<file path="src/rtl/imm_gen_pipe.sv">
// imm_gen_pipe: decode-stage immediate generator with valid/ready in/out
// handshakes and a 2-entry skid buffer (main register drives out_*).
module imm_gen_pipe #(
  parameter int XLEN  = 32,
  parameter int TAG_W = 32
) (
  input  logic             clk,
  input  logic             rst,
  input  logic             flush,
  input  logic             in_valid,
  output logic             in_ready,
  input  logic [31:0]      in_instr,
  input  logic [2:0]       in_type,
  input  logic [TAG_W-1:0] in_tag,
  output logic             out_valid,
  input  logic             out_ready,
  output logic [XLEN-1:0]  out_imm,
  output logic [2:0]       out_type,
  output logic [TAG_W-1:0] out_tag
);

  localparam int SHAMT_W = (XLEN == 64) ? 6 : 5;

  localparam logic [2:0] TYPE_I = 3'd1;
  localparam logic [2:0] TYPE_S = 3'd2;
  localparam logic [2:0] TYPE_B = 3'd3;
  localparam logic [2:0] TYPE_U = 3'd4;
  localparam logic [2:0] TYPE_J = 3'd5;
  localparam logic [2:0] TYPE_Z = 3'd6;

  localparam logic [6:0] OPC_OP_IMM    = 7'b0010011;
  localparam logic [6:0] OPC_OP_IMM_32 = 7'b0011011;

  // Sign-extend a 32-bit value to XLEN using its bit 31.
  function automatic logic [XLEN-1:0] sext32(input logic [31:0] v);
    logic [XLEN-1:0] r;
    r       = {XLEN{v[31]}};
    r[31:0] = v;
    return r;
  endfunction

  // Form the immediate for one instruction according to its decoded type.
  function automatic logic [XLEN-1:0] gen_imm(input logic [31:0] instr,
                                               input logic [2:0]  typ);
    logic [XLEN-1:0] r;
    logic [6:0]      opc;
    logic            is_shift;
    r        = '0;
    opc      = instr[6:0];
    is_shift = (instr[14:12] == 3'b001) || (instr[14:12] == 3'b101);
    case (typ)
      TYPE_I: begin
        if ((opc == OPC_OP_IMM) && is_shift) begin
          r[SHAMT_W-1:0] = instr[20 +: SHAMT_W];
        end else if ((XLEN == 64) && (opc == OPC_OP_IMM_32) && is_shift) begin
          r[4:0] = instr[24:20];
        end else begin
          r = sext32({{20{instr[31]}}, instr[31:20]});
        end
      end
      TYPE_S: r = sext32({{20{instr[31]}}, instr[31:25], instr[11:7]});
      TYPE_B: r = sext32({{19{instr[31]}}, instr[31], instr[7], instr[30:25],
                          instr[11:8], 1'b0});
      TYPE_U: r = sext32({instr[31:12], 12'b0});
      TYPE_J: r = sext32({{11{instr[31]}}, instr[31], instr[19:12], instr[20],
                          instr[30:21], 1'b0});
      TYPE_Z: r[4:0] = instr[19:15];
      default: r = '0;
    endcase
    return r;
  endfunction

  logic             main_valid_q, main_valid_d;
  logic [XLEN-1:0]  main_imm_q,   main_imm_d;
  logic [2:0]       main_type_q,  main_type_d;
  logic [TAG_W-1:0] main_tag_q,   main_tag_d;
  logic             skid_valid_q, skid_valid_d;
  logic [XLEN-1:0]  skid_imm_q,   skid_imm_d;
  logic [2:0]       skid_type_q,  skid_type_d;
  logic [TAG_W-1:0] skid_tag_q,   skid_tag_d;

  logic [XLEN-1:0]  in_imm;
  logic             accept;
  logic             main_free;

  // in_ready comes straight from the skid valid flop: no path from out_ready.
  assign in_ready  = ~skid_valid_q;
  assign accept    = in_valid & ~skid_valid_q;
  assign main_free = ~main_valid_q | out_ready;
  assign in_imm    = gen_imm(in_instr, in_type);

  assign out_valid = main_valid_q;
  assign out_imm   = main_imm_q;
  assign out_type  = main_type_q;
  assign out_tag   = main_tag_q;

  // Next-state for main/skid: refill main from skid first to keep FIFO order.
  always_comb begin
    main_valid_d = main_valid_q;
    main_imm_d   = main_imm_q;
    main_type_d  = main_type_q;
    main_tag_d   = main_tag_q;
    skid_valid_d = skid_valid_q;
    skid_imm_d   = skid_imm_q;
    skid_type_d  = skid_type_q;
    skid_tag_d   = skid_tag_q;
    if (main_free) begin
      if (skid_valid_q) begin
        main_valid_d = 1'b1;
        main_imm_d   = skid_imm_q;
        main_type_d  = skid_type_q;
        main_tag_d   = skid_tag_q;
        skid_valid_d = 1'b0;
      end else if (accept) begin
        main_valid_d = 1'b1;
        main_imm_d   = in_imm;
        main_type_d  = in_type;
        main_tag_d   = in_tag;
      end else begin
        main_valid_d = 1'b0;
      end
    end else begin
      if (accept) begin
        skid_valid_d = 1'b1;
        skid_imm_d   = in_imm;
        skid_type_d  = in_type;
        skid_tag_d   = in_tag;
      end else begin
        skid_valid_d = skid_valid_q;
      end
    end
  end

  // State registers: reset clears everything, flush only drops the valid bits.
  always_ff @(posedge clk) begin
    if (rst) begin
      main_valid_q <= 1'b0;
      main_imm_q   <= '0;
      main_type_q  <= 3'd0;
      main_tag_q   <= '0;
      skid_valid_q <= 1'b0;
      skid_imm_q   <= '0;
      skid_type_q  <= 3'd0;
      skid_tag_q   <= '0;
    end else begin
      main_valid_q <= main_valid_d & ~flush;
      main_imm_q   <= main_imm_d;
      main_type_q  <= main_type_d;
      main_tag_q   <= main_tag_d;
      skid_valid_q <= skid_valid_d & ~flush;
      skid_imm_q   <= skid_imm_d;
      skid_type_q  <= skid_type_d;
      skid_tag_q   <= skid_tag_d;
    end
  end

endmodule

</file>
<file path="config.mk">
export PLATFORM = sky130hd
export DESIGN_NAME = imm_gen_pipe
export DESIGN_NICKNAME = d
export VERILOG_FILES = /design/src/rtl/imm_gen_pipe.sv
export SDC_FILE = /design/constraint.sdc
export NUM_CORES = 1
export LEC_CHECK = 0
export CAP_MARGIN = 25
export CORE_ASPECT_RATIO = 1.5
export CORE_MARGIN = 10
export CORE_UTILIZATION = 55
export DETAILED_ROUTE_END_ITERATION = 12
export DONT_BUFFER_PORTS = 1
export PLACE_DENSITY = 0.84
export SETUP_SLACK_MARGIN = 0.2
export SLEW_MARGIN = 15
export SYNTH_ARGS = -nofsm -noshare
export SYNTH_HDL_FRONTEND = slang
export SYNTH_SLANG_ARGS = --single-unit
</file>
<file path="constraint.sdc">
create_clock -name clk -period 1.8 [get_ports clk]
set_input_delay 0.09 -clock clk [delete_from_list [all_inputs] [get_ports clk]]
set_output_delay 0.09 -clock clk [all_outputs]
set_load 0.01 [all_outputs]
</file>
-- After elaboration in Yosys (flattened, before gate mapping)
Index checks and enable logic that the tools add are counted.
- equal/unequal tests: 9
- multiplexer cells: 14
- bitwise gates (word level): 8
- reduce and logical (&&, ||, !) cells: 5
- operators by type and width (kind ; number):
    $pmux 27 s5 ; 1
    $mux 32 ; 4
    $mux 27 ; 1
    $pmux 5 s5 ; 1
    $eq 3x3->1 const B ; 4
    $eq 7x5->1 const B ; 1
    $eq 3x1->1 const B ; 2
    $eq 3x2->1 const B ; 2
    $mux 3 ; 2
    $mux 1 ; 5
    $not 1->1 ; 4
    $reduce_and 2->1 ; 2
    $and 1x1->1 ; 3
    $reduce_bool 2->1 ; 1
    $logic_and 1x1->1 ; 1
    $logic_or 1x1->1 ; 1
    $or 1x1->1 ; 1
- flip-flop bits (word level): 136
- input port bits: 72
- output and inout bits: 69
- logic and storage cells: 44

-- Logic depth before layout (Yosys ltp)
Gate-level depths: netlist of run 1.
- depth in word-level cells: 7
- gate-level depth with buffers: 8
- mapped depth without buffers: 6

-- Least setup slack after synthesis of run 1
OpenSTA, ideal clock, no wires.
- kind: input -> register
- start point: input port in_type[2]
- end point: register skid_imm_q[27]
- library setup time: 0.080 ns
- data arrival time: 1.773 ns
- required time: 1.720 ns
- path slack: -0.053 ns
- cell stages on the path: 8
- path buffers: 2
- cells stage by stage: clkbuf_1 inv_1 ha_1 nor3b_2 nor2b_1 buf_2 nand2_1 a211oi_2
- word-level cells in the longest chain between the ends: 2
- elaborated cells between the ends (all ways): 6
- classes of those cells: 5 x eq/ne; 1 x mux
- ends and longest elaborated chain (element ; RTL line ; source):
    start: declaration ; 13 ; input logic [2:0] in_type,
    $eq 3x3->1, or another cell as far along ; 51 ; case (typ)
    $pmux 27 s5 (*) ; 51 ;
    end signal: assignment ; 151 ; skid_imm_q <= skid_imm_d;
    end: declaration ; 78 ; logic [XLEN-1:0] skid_imm_q, skid_imm_d;
Mark *: on every way between the ends. The rest lies on a longest branch, timed or not.
A chain may end at the register's enable or synchronous reset.

-- Final worst setup path of run 1
- start point: register skid_valid_q
- end point: register skid_imm_q[22]
- word-level cells in the longest chain between the ends: 3
- ends and longest elaborated chain (element ; RTL line ; source):
    start: declaration ; 77 ; logic skid_valid_q, skid_valid_d;
    start signal: assignment ; 150 ; skid_valid_q <= skid_valid_d & ~flush;
    $not 1->1 ; 88 ; assign accept = in_valid & ~skid_valid_q;
    $and 1x1->1 ; 88 ;
    $reduce_and 2->1 (no source line) ; -- ;
Every way passes these cells.

==> flow_results.org, run 1 <==
** Worst setup path
- Of all nets on the critical path, the largest fanout is 14.
- For the worst setup path, the data required time is 2.13 ns.
- Arrival time at the worst endpoint :: 1.93 ns
- Series of cell instances along the critical path :: buf_16 -> nor4bb_4 -> buf_6 -> clkbuf_16 -> nor2_1 -> a211oi_2
- STA classifies the critical path endpoint as a register.
- Category of the most critical setup path :: reg2reg
- Worst setup SP type :: register
- For this run, the slowest stage of the critical path takes 0.42 ns.
- Counting both buffers and inverters, the worst setup path holds a total of 3.
- Worst path slowest cell :: sky130_fd_sc_hd__nor4bb_4
- Launch point of the worst path :: skid_valid_q
- In this run the critical register-to-register path is launched from skid_valid_q.
- Broken down by cell family, the worst path's largest delay share belongs to buffers and inverters.

** Routing
- First-pass DRT Iterations :: 5
- Summing over every cut layer, the via total after detailed routing is 5385.
- Violation count after the first detailed-route iteration :: 312
- DRT Wirelength :: 17700 um
- In the routed layout, each cell is associated on average with a via count of 6.22.
- Once detail routing completed, the nets flagged for antenna violations numbered 0.
- Dividing the detail-routed wire length by the instance count gives 20.5 um.
- DRC violation count after routing :: 0

** Placed design
- Summed over all nets, the half-perimeter wirelength after detailed placement is 12000 um.
- Global placement routability congestion :: 0.854
- IO buf count :: 0
- Placed standard-cell area :: 6310 um^2
- Total instance count after detailed placement :: 814

** Synth
- Sorting the synthesized cells by area gives the leading types as sky130_fd_sc_hd__dfxtp_1 (45%), sky130_fd_sc_hd__mux2i_1 (7.2%), sky130_fd_sc_hd__nand2_1 (6.3%), sky130_fd_sc_hd__a211oi_1 (6.2%), sky130_fd_sc_hd__a21oi_1 (5.2%).
- Counting flops with a built-in enable in the synthesized netlist gives 0.
- Commonest cells in the netlist :: sky130_fd_sc_hd__dfxtp_1 (136), sky130_fd_sc_hd__nand2_1 (102), sky130_fd_sc_hd__nor2_1 (72), sky130_fd_sc_hd__a21oi_1 (63), sky130_fd_sc_hd__a211oi_1 (50)
- The cell count after synthesis came out at 703.
- Counting flops and latches in the post-synthesis netlist gives 136.
- Async SR Flop Fraction :: 0
- Count of synthesis-stage warnings from yosys :: 0
- Synth Net Count :: 776
- Synthesized cell area :: 6090 um^2
- Counting distinct cell types in the post-synthesis netlist gives 56.
- Of all cell types, the one taking the most synthesized area is sky130_fd_sc_hd__dfxtp_1.
- Averaged over all synthesized cells, the footprint is 8.67 um^2.
- Prevailing post-synth register cell :: sky130_fd_sc_hd__dfxtp_1
- For this run, the register share of the synthesized area comes to 0.447.
- Most numerous cell in the Yosys netlist :: sky130_fd_sc_hd__dfxtp_1
- Share of the synthesized area in the top cell type :: 0.447

** STA
- Shortest clock period the worst path allows after layout :: 1.59 ns
- Setup violations remaining at the end of the flow were counted as 0.
- Total count of hold-check failures in the final report :: 119
- On the final layout, the worst clock skew is 0.00804 ns.
- Final cycle utilization of the critical path :: 0.885
- Final count of pins violating max slew :: 0
- Slew of the pin with the lowest slew margin :: 0.681 ns
- Setup repair after global routing could not meet its margin everywhere.
- Across all hold checks on the routed design, the worst slack comes to -0.235 ns.
- Max Clock Freq :: 628 MHz
- In this run the tightest slew margin relative to its limit is 0.545.

** Layout
- After routing the design area is 7280 um^2.
- Antenna fix cells :: 0
- Area overhead of the layout relative to synthesis :: 19.4%
- Post-layout net count :: 779
- Layout cells sized above 1 :: 0.140
- Number of fill cells :: 837
- Number of non-filler instances in the completed layout :: 866

** Power
- In this run the power density over the cells is 1030 nW/um^2.
- Leak Pwr :: 0.00250 uW
- Internal power comes to 5740 uW.
- Of the total power, the clock network draws 0.484.
- Of the total power, the share spent switching nets is 0.231.
- The share of total power dissipated in sequential elements is 0.439.
- The design draws 7470 uW.
- Maximum ir drop on the vdd rail :: 682 uV
- Summed over all nets, the switching power comes to 1730 uW.
- Of the total power, combinational logic draws 0.077.

** Floorplan
- The initial utilization of the core area, before any placement, comes to 0.557.
- Overall die width :: 106 um
- Die area :: 15800 um^2
- I/O pin total :: 141
- The core region is 10900 um^2.
- The floorplan step set the die height to 149 um.
- Number of standard-cell rows in the floorplan :: 47

** Clocking
- Clock-pin slew was measured on the worst setup and hold paths at 0.06 ns.
- In this run, post-CTS hold repair placed 11 buffers.
- CTS built an H-tree with a depth of 4.
- TritonCTS Buffers :: 17
- Clk sinks :: 136
- In this run the deepest clock path goes through 2 buffers.
- For the worst-skew pair, the clock arrives at the later sink with an insertion delay of 0.41 ns.
- The tree is rooted in a sky130_fd_sc_hd__clkbuf_16.
- Clock tree from TritonCTS :: done

** Global routing
- Overall global routing resource usage :: 0.213
- Largest net degree at the start of global routing :: 126
- Remaining global-route overflow :: 0
- Number of antenna violations at the first check in global routing :: 0
- The first global-routing pass estimated 27200 um of wire.
- The number of global-route vias before repair was 5161.

** Worst hold path
- Beginning of the worst hold path :: rst
- Hold WC Path Type :: in2reg

** Run status
- Violated checks :: hold timing
- Outcome :: finished, violations left

** Run
- MaxCap Viol Count :: 0
[sequential cells by signal, indices dropped and copies added (netlist names)]
register	cells
out_imm	32
out_tag	32
skid_imm_q	32
skid_tag_q	32
out_type	3
skid_type_q	3
out_valid	1
skid_valid_q	1
[layout make-up]
type / instances / area (um^2) / area share
repair buffers: 44 / 514 / 0.0707
clock inverters: 13 / 176 / 0.0242
flip-flops and latches: 136 / 2730 / 0.375
clock buffers: 19 / 443 / 0.0609
multi-input cells: 501 / 3210 / 0.441
inverters: 6 / 23.8 / 0.00327
well taps: 147 / 184 / 0.0253
[kinds of logic after synthesis]
family / Yosys count / synth area share
mux: 44 / 0.0723
simple gates: 254 / 0.199
compound gates: 201 / 0.233
buf+inv: 67 / 0.0462
flops: 136 / 0.447
fa+ha+maj: 1 / 0.00205
[repair_timing]
action | 4_1_cts | 5_1_grt
gates cloned | 2 | 3
buffers inserted | 1 | 3
gates resized for setup | 13 | 12
setup endpoints to repair | 113 | 64
pin swaps | 1 | 2
endpoints found under the hold margin | 130 | 119
[per-layer routing]
metal | GRT usage | vias to the layer above | routed length [um]
met3 | 0.0714 | 46 | 1510
li1 | - | 2553 | -
met2 | 0.365 | 249 | 9190
met1 | 0.226 | 2537 | 6430
met4 | 0.112 | 0 | 598
met5 | 0 | - | 0
[power by group through the flow]
stage / sequential (uW) / combinational, uW / clock (uW)
finish: 3280 / 577 / 3610
global route: 3290 / 635 / 3780
CTS: 3280 / 558 / 3650
detailed placement: 3350 / 508 / 0
global placement: 3340 / 483 / 0
floorplan: 3310 / 447 / 0
[final timing paths]
check        cells after the start  slack [ns]              to
max                              6        0.21  skid_imm_q[22]
min                              1       -0.23     out_tag[16]
max reg2reg                      6        0.21  skid_imm_q[22]
min reg2reg                      2        0.45   skid_tag_q[1]
[stage by stage]
| stage | TNS (ns) | setup WS [ns] | utilization |
|---|---|---|---|
| 6_report | 0 | 0.207 | 0.665 |
| 5_1_grt | 0 | 0.132 | 0.665 |
| 4_1_cts | 0 | 0.199 | 0.654 |
| 3_5_place_dp | -1.95 | -0.123 | 0.577 |
| 3_3_place_gp | -0.141 | -0.0221 | 0.577 |
| 2_1_floorplan | 0 | 0.214 | - |
[worst register-to-register path, stage by stage (launching register included)]
cell                        delay (ns)
sky130_fd_sc_hd__dfxtp_4          0.37
sky130_fd_sc_hd__buf_16           0.16
sky130_fd_sc_hd__nor4bb_4         0.42
sky130_fd_sc_hd__buf_6            0.20
sky130_fd_sc_hd__clkbuf_16        0.15
sky130_fd_sc_hd__nor2_1           0.05
sky130_fd_sc_hd__a211oi_2         0.17
[layout by cell type (no fill, tap or decap), drive strengths merged, types with 2 or more instances in the layout]
master       instances
nor2                73
nor4                 3
a211oi              60
buf                 30
nor3                 3
nand2              102
inv                  6
o211ai               8
clkinvlp             3
o2111ai              6
dlygate4sd3         11
and3                12
clkinv               6
o221ai               4
a2111oi              2
nor3b                8
bufinv               4
nand3b              10
a32o                 7
nand2b              14
a21boi               3
and4b                2
mux2i               44
clkbuf              21
dfxtp              136
nor2b               12
a31oi               12
nand3                7
a311oi              11
a21oi               63
o21ai               19
Note: power is estimated with default switching activity, not from simulation.
==> run 2, diff against run 1 <==
--- a/config.mk
+++ b/config.mk
@@ -7,7 +7,6 @@
 export LEC_CHECK = 0
 export CAP_MARGIN = 25
 export CORE_ASPECT_RATIO = 1.5
-export CORE_MARGIN = 10
 export CORE_UTILIZATION = 55
 export DETAILED_ROUTE_END_ITERATION = 12
 export DONT_BUFFER_PORTS = 1
==> run 2 against run 1 <==
  * The run still ends with hold timing left
  * First-iteration DRC count is 3.2% lower
  * Hold slack worse by 0.023 ns
  * Die area is 27% lower
  * Design area is 0.14% lower
  * Register-to-register slack hardly changed
  * Combinational power is 0.9% higher
  * Critical path depth stayed put
  * Worst setup slack better by 0.011 ns
  * Highest routed layer unchanged
==> flow_results.org, run 2 (synthesis results as in run 1) <==
** Run status
- Outcome :: finished, violations left
- The final reports fail on hold timing.

** Power
- The power density of the placed cells was 1020 nW/um^2 (-0.22%).
- The cell leakage power is 0.00250 uW (about the same).
- The worst IR drop on VDD was 593 uV (-13%).

** Floorplan
- Number of standard-cell rows in the floorplan :: 46 (-2.1%)
- The full die area came to 11500 um^2 (-27%).
- Std-Cell Core Area :: 10700 um^2 (-2.1%)
- Initial standard-cell utilization of the core :: 0.569 (+0.0121)
- I/O pin total :: 141 (unchanged)
- The chip height was 131 um (-12%).
- The horizontal die dimension was 88.0 um (-17%).

** Clocking
- Clock tree from TritonCTS :: done
- The cell sitting at the root of the clock tree is a sky130_fd_sc_hd__clkbuf_16.
- The maximum buffer depth of the clock tree was 2 (unchanged).
- Clock latency on the worst-skew pair :: 0.40 ns (about the same)
- TritonCTS Buffers :: 17 (unchanged)
- Reg clk slew, reported paths :: 0.06 ns (about the same)
- The number of buffers added to fix hold violations after cts was 9 (-2).
- Number of levels the H-tree was split into :: 4 (unchanged)
- The number of clock sinks seen by CTS came to 136 (unchanged).

** Worst hold path
- Hold WC Path Type :: in2reg
- In this run the most critical hold path is launched from rst.
- The cell count of the worst hold path was 1 (unchanged).
- The path with the worst hold slack has its endpoint at skid_imm_q[21].

** Worst setup path
- The signal on the critical path passes through buf_16 -> nor4bb_4 -> buf_6 -> buf_12 -> o211ai_1 -> a21oi_1.
- The worst path required time is 2.13 ns (about the same).
- Among all stages on the critical path, the largest delay is contributed by sky130_fd_sc_hd__dfxtp_4.
- Category of the most critical setup path :: reg2reg
- Slowest Stage Delay on Critical Path :: 0.38 ns (-0.04 ns)
- The highest fanout seen on the critical path was 19 (+5).
- Arrival time at the worst endpoint :: 1.91 ns (-0.02 ns)
- Worst Reg2Reg Path Length in Cells :: 6 (unchanged)
- Worst R2R End :: skid_imm_q[31]
- The worst setup slack for register-to-register paths is 0.22 ns (about the same).
- The worst register-to-register path begins at skid_valid_q.
- The worst setup path is captured at a register.
- Worst setup SP type :: register

** STA
- Setup repair after global routing could not meet its margin everywhere.
- Shortest clock period the worst path allows after layout :: 1.58 ns (-0.0106 ns)
- The tightest slew margin relative to the limit is 0.605 (+0.0591).
- The fraction of the cycle the final worst path needs was 0.879 (-0.00588).
- The setup clock skew after layout is 0.00723 ns (-0.000817 ns).
- Finish-stage setup viols :: 0 (unchanged)
- The max-slew violation total from the final report is 0 (unchanged).
- The number of hold violations in the final report was 127 (+6.7%).
- Hold Worst Slack :: -0.257 ns (-0.0228 ns)
- The maximum clock frequency was 632 MHz (+0.67%).
- Slew of the pin with the lowest slew margin :: 0.593 ns (-0.0879 ns)

** Routing
- The via total after detailed routing is 5508 (+2.3%).
- Drt wl/cell :: 20.3 um (-0.75%)
- First-pass DRT Iterations :: 6 (+1)
- The DRC violations left was 0 (unchanged).
- Antenna Violating Nets Remaining :: 0 (unchanged)
- The detailed router's first-iteration violation count came to 302 (-3.2%).
- Vias per Instance :: 6.38 (+2.5%)
- DRT Wirelength :: 17500 um (-0.98%)

** Global routing
- Global routing usage on met3 :: 0.0898 (+0.0185)
- The initial antenna violation count is 0 (unchanged).
- Met1 usage :: 0.309 (+0.0828)
- Remaining global-route overflow :: 0 (unchanged)
- The total global-route track usage was 0.296 (+0.0831).
- Met2 GRT Util :: 0.523 (+0.158)
- GR peak layer :: met2
- Largest net degree at the start of global routing :: 126 (unchanged)
- The number of global-route vias before repair came to 5479 (+6.2%).
- The wire length of the first global-routing pass was 26100 um (-4.0%).

** Layout
- The final instance count without filler cells came to 864 (-0.23%).
- The final core utilization is 0.679 (+0.0135).
- Layout cells sized above 1 :: 0.143 (+0.00258)
- Number of fill cells :: 833 (-0.48%)
- The library cell used most frequently in the layout, excluding fill and tap cells, is sky130_fd_sc_hd__dfxtp_1.
- Highest-count cells in the layout ignoring fill and taps :: sky130_fd_sc_hd__dfxtp_1 (135), sky130_fd_sc_hd__nand2_1 (102), sky130_fd_sc_hd__nor2_1 (67), sky130_fd_sc_hd__a21oi_1 (63), sky130_fd_sc_hd__a211oi_1 (49)
- The total inserted antenna cells is 0 (unchanged).
- Post-layout net count :: 780 (+0.13%)
- Area overhead of the layout relative to synthesis :: 19.2%

** Placed design
- Half-perimeter wire length after placement :: 10800 um (-10%)
- The placer's final routability congestion estimate came to 0.811 (-5.0%).
- IO buf count :: 0 (unchanged)
- The cell total after placement came to 811 (-0.37%).

** Run
- MaxCap Viol Count :: 0 (unchanged)
[run 2: cell types whose count changed in the layout (fill, tap and decap cells not counted), sizes merged]
cell,delta
bufinv,-1
clkinv,-1
clkbuf,+3
dlygate4sd3,-2
buf,+2
[run 2: where the power goes]
group | total [uW] | internal [uW] | switching, uW
sequential | 3270 | 3140 | 133
combinational | 582 | 261 | 321
clock | 3590 | 2290 | 1300
total | 7440 | 5690 | 1750
[run 2: area by class of cell]
| cell class | instances | area (um^2) | area share |
|---|---|---|---|
| well taps | 144 | 180 | 0.0248 |
| repair buffers | 45 | 505 | 0.0696 |
| inverters | 6 | 23.8 | 0.00327 |
| clock inverters | 11 | 145 | 0.0200 |
| flip-flops and latches | 136 | 2730 | 0.375 |
| clock buffers | 21 | 470 | 0.0647 |
| multi-input cells | 501 | 3210 | 0.442 |
[run 2: worst max-delay path: cells and delay by family (launching register included)]
family | cells | cell delay, ns
buffers and inverters | 3 | 0.52
AOI/OAI and AO/OA | 2 | 0.27
and+or+nand+nor | 1 | 0.33
DFF | 1 | 0.38
[run 2: through the flow]
step	setup TNS [ns]	power (uW)	hold WS [ns]	cell area [um^2]	setup slack, ns
floorplan	0	3750	0.168	6120	0.214
global placement	-0.303	3810	0.159	6290	-0.0735
detailed placement	-2.93	3840	0.164	6290	-0.163
CTS	0	7430	-0.262	7120	0.114
global route	0	7670	-0.271	7270	0.163
finish	0	7440	-0.257	7270	0.217
[run 2: worst max-delay path by stage]
stage,end,start,slack [ns],cells past startpoint
3_3_place_gp,out_imm[11],skid_valid_q,-0.07,5
3_5_place_dp,skid_imm_q[17],skid_valid_q,-0.16,5
4_1_cts,skid_imm_q[17],skid_valid_q,0.11,6
6_report,skid_imm_q[31],skid_valid_q,0.22,6
5_1_grt,skid_imm_q[31],skid_valid_q,0.16,6
2_1_floorplan,out_tag[23],out_valid,0.21,5
[run 2: metal layers]
metal	vias to the layer above	routed length, um
met3	60	1590
met5	-	0
li1	2558	-
met4	0	574
met2	311	9160
met1	2579	6220
[run 2: what timing repair did]
action	4_1_cts	5_1_grt
endpoints found under the hold margin	134	129
pin swaps	1	1
setup buffers	5	2
gates resized for setup	14	11
endpoints found under the setup margin	125	86
cloned	2	3
